### config.mk
export PLATFORM = sky130hd
export DESIGN_NAME = sqrt_seq_ctrl
export DESIGN_NICKNAME = d
export VERILOG_FILES = /design/src/rtl/sqrt_seq_ctrl.sv
export SDC_FILE = /design/constraint.sdc
export NUM_CORES = 1
export LEC_CHECK = 0
export BUFFER_PORTS_ARGS = -buffer_cell sky130_fd_sc_hd__buf_2
export CAP_MARGIN = 20
export CORE_MARGIN = 4
export CORE_UTILIZATION = 45
export CTS_CLUSTER_DIAMETER = 60
export DETAILED_ROUTE_END_ITERATION = 12
export GPL_TIMING_DRIVEN = 0
export HOLD_SLACK_MARGIN = 0.02
export PLACE_DENSITY = 0.7
export SYNTH_ARGS = -nofsm -noshare
export SYNTH_HDL_FRONTEND = slang
export SYNTH_SLANG_ARGS = --single-unit
### constraint.sdc
create_clock -name clk -period 2.45 [get_ports clk]
set_input_delay 0.1225 -clock clk [delete_from_list [all_inputs] [get_ports clk]]
set_output_delay 0.1225 -clock clk [all_outputs]
set_load 0.1 [all_outputs]
### src/rtl/sqrt_seq_ctrl.sv
// rtl/sqrt_seq_ctrl.sv - integer square root sequencer driving a shared add/sub/max AU
// Odd-number subtraction: root counts how many successive odd numbers fit into the radicand.
module sqrt_seq_ctrl #(
    parameter int DATA_W = 8,
    parameter int AU_LAT = 1
) (
    input  logic                clk,
    input  logic                rst_n,
    input  logic                in_valid,
    output logic                in_ready,
    input  logic [DATA_W-1:0]   in_x,
    output logic                out_valid,
    input  logic                out_ready,
    output logic [DATA_W/2-1:0] out_root,
    output logic [DATA_W-1:0]   out_rem,
    output logic                busy,
    output logic [DATA_W-1:0]   au_a,
    output logic [DATA_W-1:0]   au_b,
    output logic [1:0]          au_sel,
    input  logic [DATA_W-1:0]   au_out
);

    localparam int CNT_W = (AU_LAT > 1) ? $clog2(AU_LAT + 1) : 1;
    localparam logic [CNT_W-1:0] WAIT_INIT = CNT_W'(AU_LAT - 1);

    localparam logic [1:0] SEL_ADD = 2'b00;
    localparam logic [1:0] SEL_SUB = 2'b10;

    typedef enum logic [2:0] {
        IDLE,
        CHECK,
        SUB_ISS,
        SUB_WT,
        ADD_ISS,
        ADD_WT,
        DONE
    } state_t;

    state_t               state;
    logic [DATA_W-1:0]    rem;
    logic [DATA_W-1:0]    odd;
    logic [DATA_W/2-1:0]  root;
    logic [CNT_W-1:0]     wait_cnt;

    assign out_root = root;
    assign out_rem  = rem;

    always_ff @(posedge clk or negedge rst_n) begin
        if (!rst_n) begin
            state     <= IDLE;
            rem       <= '0;
            odd       <= '0;
            root      <= '0;
            wait_cnt  <= '0;
            in_ready  <= 1'b1;
            out_valid <= 1'b0;
            busy      <= 1'b0;
            au_a      <= '0;
            au_b      <= '0;
            au_sel    <= SEL_ADD;
        end else begin
            // AU operands are only non-zero during the single issue cycle
            au_a   <= '0;
            au_b   <= '0;
            au_sel <= SEL_ADD;
            case (state)
                IDLE: begin
                    if (in_valid) begin
                        rem      <= in_x;
                        odd      <= DATA_W'(1);
                        root     <= '0;
                        in_ready <= 1'b0;
                        busy     <= 1'b1;
                        state    <= CHECK;
                    end
                end
                CHECK: begin
                    if (rem >= odd) begin
                        au_a   <= rem;
                        au_b   <= odd;
                        au_sel <= SEL_SUB;
                        state  <= SUB_ISS;
                    end else begin
                        out_valid <= 1'b1;
                        state     <= DONE;
                    end
                end
                SUB_ISS: begin
                    wait_cnt <= WAIT_INIT;
                    state    <= SUB_WT;
                end
                SUB_WT: begin
                    if (wait_cnt == '0) begin
                        rem    <= au_out;
                        au_a   <= odd;
                        au_b   <= DATA_W'(2);
                        au_sel <= SEL_ADD;
                        state  <= ADD_ISS;
                    end else begin
                        wait_cnt <= wait_cnt - 1'b1;
                    end
                end
                ADD_ISS: begin
                    wait_cnt <= WAIT_INIT;
                    state    <= ADD_WT;
                end
                ADD_WT: begin
                    if (wait_cnt == '0) begin
                        odd   <= au_out;
                        root  <= root + 1'b1;
                        state <= CHECK;
                    end else begin
                        wait_cnt <= wait_cnt - 1'b1;
                    end
                end
                DONE: begin
                    if (out_ready) begin
                        out_valid <= 1'b0;
                        in_ready  <= 1'b1;
                        busy      <= 1'b0;
                        state     <= IDLE;
                    end
                end
                default: begin
                    state <= IDLE;
                end
            endcase
        end
    end

endmodule
==> run metrics, run 1 <==
vias in the first global route=1371; final WL=4130 um; die area=5440 um^2; Reg clk slew, reported paths=around 0.08 ns; cell with the largest stage delay on the worst path=dfrtp_1; type of origin of the critical path=flip-flop; Synth Flop Type=dfrtp_1; capturing point of the worst reg2reg path=au_a[7]; Worst Path Required=approximately 2.6 ns; CTS Buffer Depth=2; cts hold-fix bufs=1; #FFs+latches synth=43; post-CTS resize count=0; number of max-cap violations=0; Worst R2R Path Depth=7; number of cell rows=23; Worst-Skew Late Latency=0.29 ns; number of synthesis warnings=0; Critical Path AT=2.20 ns; H-tree depth=2; I/O pin count=53; largest net degree at the start of global routing=44; cells along the critical path=inv_1, ha_1, and3_4, a221o_1, a41oi_2, buf_6, o22ai_1; DR iter-0 viols=83; CTS Root Cell=clkbuf_8; R2R Setup Slk=0.42 ns; sequential share of the synthesized area=0.553; Inst Count DP=284; async set-reset flop share out of synthesis=1.00; Max FO, Critical Path=10; iteration count of the initial detailed-routing pass=4; CP delay by family, top=compound AO/OA/AOI/OAI gates; clock tree from TritonCTS=built; EDFF count, synth=0; most common cell in the netlist=dfrtp_1; Avg Inst Size Synth=10.6 um^2; fin crit share=0.830; Final ANT Viol Nets=0; Slew @ Worst Pin=0.931 ns; Hold Path Origin=au_out[3]; Via density=5.17; drt drc=0; Synth top area share=0.540; GP Congestion=0.748; post-CTS setup buffer count=0; Setup TNS=0 ns; RSZ-0062 raised after global routing=false; synth-to-layout area growth=23.1%; Hold EP=out_rem[3]; Filler cells=370; Wirelength per Cell=14.1 um; Final Slew Violations=0; diodes inserted=0; layout cells sized above 1=0.313; Layout Skew=roughly 0.0033 ns; syn nets=between 200 and 250; Final nets=271; Distinct cells, synth=39; crit path buf inv count=2; initial core utilization=0.476; TritonCTS buffer count=5; Crit. End Element=flip-flop; Remaining Overflow, GRT=0; minimum clock period=2.03 ns; Core ar.=~4000 um^2; Die Span Y=73.8 um; Max-slew headroom=0.380; Hold Path Cell Cnt=3; Final setup violation count=0; Area contributors post-synth=dfrtp_1 (54%), ha_1 (5.8%), o21ai_0 (4.9%); Crit path largest cell delay=0.40 ns; Max Freq=492 MHz; Reg-to-Reg Start=odd[7]; utilization after layout=0.586; post-DP HPWL=3060 um; I/O Buffers=roughly 50; Setup CP Type=reg2reg; Synth top cells by count=dfrtp_1 (42), nand2_1 (25), o21ai_0 (19); area of the multi-input gates=771 um^2; final hold viol count=0; CTS sink cnt=43; Yosys top cell by area=dfrtp_1; Sequential Area=1080 um^2; status=complete, no violations; total track usage=0.167; synthesized cell area=1950 um^2; die width=between 70 and 80 um; initial antenna violation count=0; via count=roughly 1500; cells after synthesis=183; Hold WC Path Type=in2reg; global-route wire length before repair=just under 7000 um; fin cells=between 200 and 300
registers in the layout, indices dropped and copies added (netlist names):
register and count:
au_sel 1, au_b 8, busy 1, out_root 4
in_ready 1, out_rem 8, out_valid 1, au_a 8
odd 8, state 3
layout make-up:
type / count / share of cell area
Sequential cell: 43 / 0.451
Tap cell: 50 / 0.0261
Clock inverter: 2 / 0.0146
Clock buffer: 6 / 0.0345
Inverter: 10 / 0.0157
Buffer: 11 / 0.0256
Timing Repair Buffer: 52 / 0.111
Multi-Input combinational cell: 119 / 0.322
how the worst max path moves through the flow:
stage                    start       to  slack (ns)  depth (start not counted)
floorplan           out_rem[2]  au_a[1]        0.13                          6
global placement    out_rem[7]  au_a[7]        0.46                          6
detailed placement  out_rem[7]  au_a[7]        0.44                          6
CTS                     odd[7]  au_a[7]        0.42                          7
global route            odd[7]  au_a[7]        0.31                          7
finish                  odd[7]  au_a[7]        0.42                          7
through the flow:
step           setup slack [ns]  cell area [um^2]  hold WS [ns]
3_3_place_gp              0.459              2270         0.304
5_1_grt                   0.309              2400        0.0481
4_1_cts                   0.420              2400        0.0358
6_report                  0.416              2400        0.0451
2_1_floorplan             0.125              1950        -0.173
3_5_place_dp              0.442              2270         0.308
per-layer routing:
| layer | GRT usage | wire length [um] |
|---|---|---|
| met5 | 0 | 0 |
| met4 | 0.0604 | 62 |
| met3 | 0.0465 | 283 |
| met2 | 0.242 | 1810 |
| met1 | 0.237 | 1980 |
cells by family after synthesis:
logic type      share of synthesized area
mux                                0.0360
xor+xnor                          0.00450
flops                               0.553
compound gates                      0.163
other cells                       0.00193
fa+ha+maj                          0.0578
simple gates                        0.132
buf+inv                            0.0508
cells in the final DEF (no fill, tap or decap), drive strengths merged, types with 7 or more instances in the layout:
cell / count
nand2: 25
inv: 10
dfrtp: 42
ha: 9
o22ai: 7
o21ai: 20
buf: 59
clkbuf: 9
nor3: 8
mux2i: 7
a22o: 8
nor2: 10
worst reg2reg max path, cell delays in order (launching register included):
cell and delay (ns):
dfrtp_1 0.40, inv_1 0.12, ha_1 0.25, and3_4 0.18, a221o_1 0.37, a41oi_2 0.33, buf_6 0.19, o22ai_1 0.08
Power of run 1 is left out: the tool's default activity adds up to more than one toggle a clock period on the data nets, which glitch-free logic cannot reach.
==> run 2, diff against run 1 <==
Clock period 2.45 ns to 1.9 ns, I/O delays scaled along.
==> run 2 against run 1 <==
Effect of this change: routed wire length is 4.7% higher; final cell count is 3.4% higher; via count grew 4.5%; sequential share of layout area down 1.9 points; clock-buffer cell count increased by 2; register-to-register slack lost 0.38 ns; hold slack got worse by 0.016 ns; fmax rose by 8.9%; utilization rose by 3.5 points; clock skew rose by 0.0031 ns; die area did not move; sequential cell count is the same; critical path type unchanged; highest routed layer unchanged.
==> run metrics, run 2 (synthesis results as in run 1) <==
fin crit share=0.983 (was 0.830); diodes inserted=0 (unchanged); Remaining Overflow, GRT=0 (unchanged); Final Slew Violations=0 (unchanged); type of origin of the critical path=flip-flop (unchanged); Worst R2R Path Depth=5 (was 7); vias in the first global route=1564 (was 1371); Hold Worst Slack=0.0294 ns (was 0.0451 ns); number of cell rows=23 (unchanged); I/O Buffers=51 (unchanged); initial antenna violation count=0 (unchanged); R2R Setup Slk=0.03 ns (was 0.42 ns); H-tree depth=2 (unchanged); GP Congestion=0.757 (was 0.748); global-route wire length before repair=7300 um (was 6860 um); CTS Root Cell=clkbuf_8 (unchanged); largest net degree at the start of global routing=44 (unchanged); Max-slew headroom=0.371 (was 0.380); CP delay by family, top=compound AO/OA/AOI/OAI gates (unchanged); Hold WC Path Type=in2reg (unchanged); status=complete, no violations (unchanged); Core ar.=4090 um^2 (unchanged); drt drc=0 (unchanged); Final nets=281 (was 271); Reg clk slew, reported paths=0.08 ns (about the same); Max FO, Critical Path=4 (was 10); Max Freq=535 MHz (was 492 MHz); Final ANT Viol Nets=0 (unchanged); Slew @ Worst Pin=0.944 ns (was 0.931 ns); Layout Skew=0.00636 ns (was 0.00331 ns); Critical Path AT=2.04 ns (was 2.20 ns); synth-to-layout area growth=30.3% (was 23.1%); cells along the critical path=ha_4, and3_4, a221o_1, a41o_2, a32o_1 (was inv_1, ha_1, and3_4, a221o_1, a41oi_2, buf_6, o22ai_1); clock tree from TritonCTS=built (unchanged); initial core utilization=0.476 (unchanged); final WL=4320 um (was 4130 um); CTS Buffer Depth=2 (unchanged); DR iter-0 viols=123 (was 83); Filler cells=348 (was 370); RSZ-0062 raised after global routing=true (was false); die width=73.8 um (unchanged); Wirelength per Cell=14.3 um (was 14.1 um); Hold Path Origin=au_out[5] (was au_out[3]); Setup CP Type=reg2reg (unchanged); Worst Path Required=2.07 ns (was 2.62 ns); Hold EP=out_rem[5] (was out_rem[3]); minimum clock period=1.87 ns (was 2.03 ns); most frequent cells in the layout=buf_2 (55), dfrtp_1 (34), nand2_1 (25) (was buf_2 (55), dfrtp_1 (39), nand2_1 (25)); post-DP HPWL=3160 um (was 3060 um); Worst-Skew Late Latency=0.28 ns (was 0.29 ns); layout cells sized above 1=0.391 (was 0.313); Hold Path Cell Cnt=3 (unchanged); Crit path largest cell delay=0.49 ns (was 0.40 ns); final hold viol count=0 (unchanged); Reg-to-Reg Start=out_rem[6] (was odd[7]); iteration count of the initial detailed-routing pass=4 (unchanged); TritonCTS buffer count=5 (unchanged); number of max-cap violations=0 (unchanged); total track usage=0.174 (was 0.167); capturing point of the worst reg2reg path=au_a[0] (was au_a[7]); CTS sink cnt=43 (unchanged); Via density=5.22 (was 5.17); crit path buf inv count=0 (was 2); die area=5440 um^2 (unchanged); Crit. End Element=flip-flop (unchanged); via count=1583 (was 1515); I/O pin count=53 (unchanged); cell with the largest stage delay on the worst path=dfrtp_4 (was dfrtp_1); commonest non-fill, non-tap cell in the layout=buf_2 (unchanged); Final setup violation count=0 (unchanged); Die Span Y=73.8 um (unchanged)
[run 2: cell types whose count changed in the layout (fill, tap and decap cells not counted), moves of 3 or more]
| cell | change |
|---|---|
| buf_4 | +9 |
| inv_2 | +3 |
| dfrtp_4 | +4 |
| dfrtp_1 | -5 |
| ha_1 | -3 |
| ha_4 | +3 |
| inv_1 | -3 |
[run 2: worst max-delay path by stage]
stage	startpoint	end	depth (start not counted)
floorplan	out_rem[5]	au_a[1]	6
global placement	odd[7]	au_a[1]	7
detailed placement	odd[7]	au_a[7]	7
CTS	out_rem[6]	au_a[0]	5
global route	out_rem[6]	au_b[1]	6
finish	out_rem[6]	au_a[0]	5
[run 2: layer usage]
| metal | global-route usage | up-vias | wire (um) |
|---|---|---|---|
| met3 | 0.0369 | 7 | 240 |
| met2 | 0.257 | 44 | 2000 |
| met4 | 0.0644 | 0 | 61 |
| li1 | - | 783 | - |
| met1 | 0.251 | 749 | 2020 |
| met5 | 0 | - | 0 |
[run 2: area by class of cell]
class,count,area (um^2),share of cell area
flip-flops and latches,43,1100,0.432
multi-input cells,119,835,0.329
repair buffers,62,344,0.136
clock buffers,8,100,0.0394
well taps,50,62.6,0.0247
plain buffers,11,61.3,0.0242
inverters,10,37.5,0.0148
[run 2: worst register-to-register path, stage by stage, from the launching register on]
cell and delay [ns]:
dfrtp_4 0.49, ha_4 0.22, and3_4 0.18, a221o_1 0.36
a41o_2 0.28, a32o_1 0.23
[run 2: through the flow]
stage	utilization	std cells	setup TNS, ns	worst slack, ns	instance area (um^2)
floorplan	-	183	-1.08	-0.105	2000
global placement	0.568	284	-0.514	-0.0618	2320
detailed placement	0.568	284	-0.655	-0.0801	2320
CTS	0.611	300	0	0.00963	2500
global route	0.621	303	-0.0454	-0.0129	2540
finish	0.621	303	0	0.0322	2540
[run 2: repair_timing]
item | in CTS | in global routing
hold buffers | 1 | 0
resized for setup | 5 | 5
pin swaps | 4 | 2
hold endpoints to repair | 42 | 0
endpoints found under the setup margin | 11 | 14
cloned | 0 | 1
setup buffers | 7 | 2
Power of run 2 is left out for the same reason.
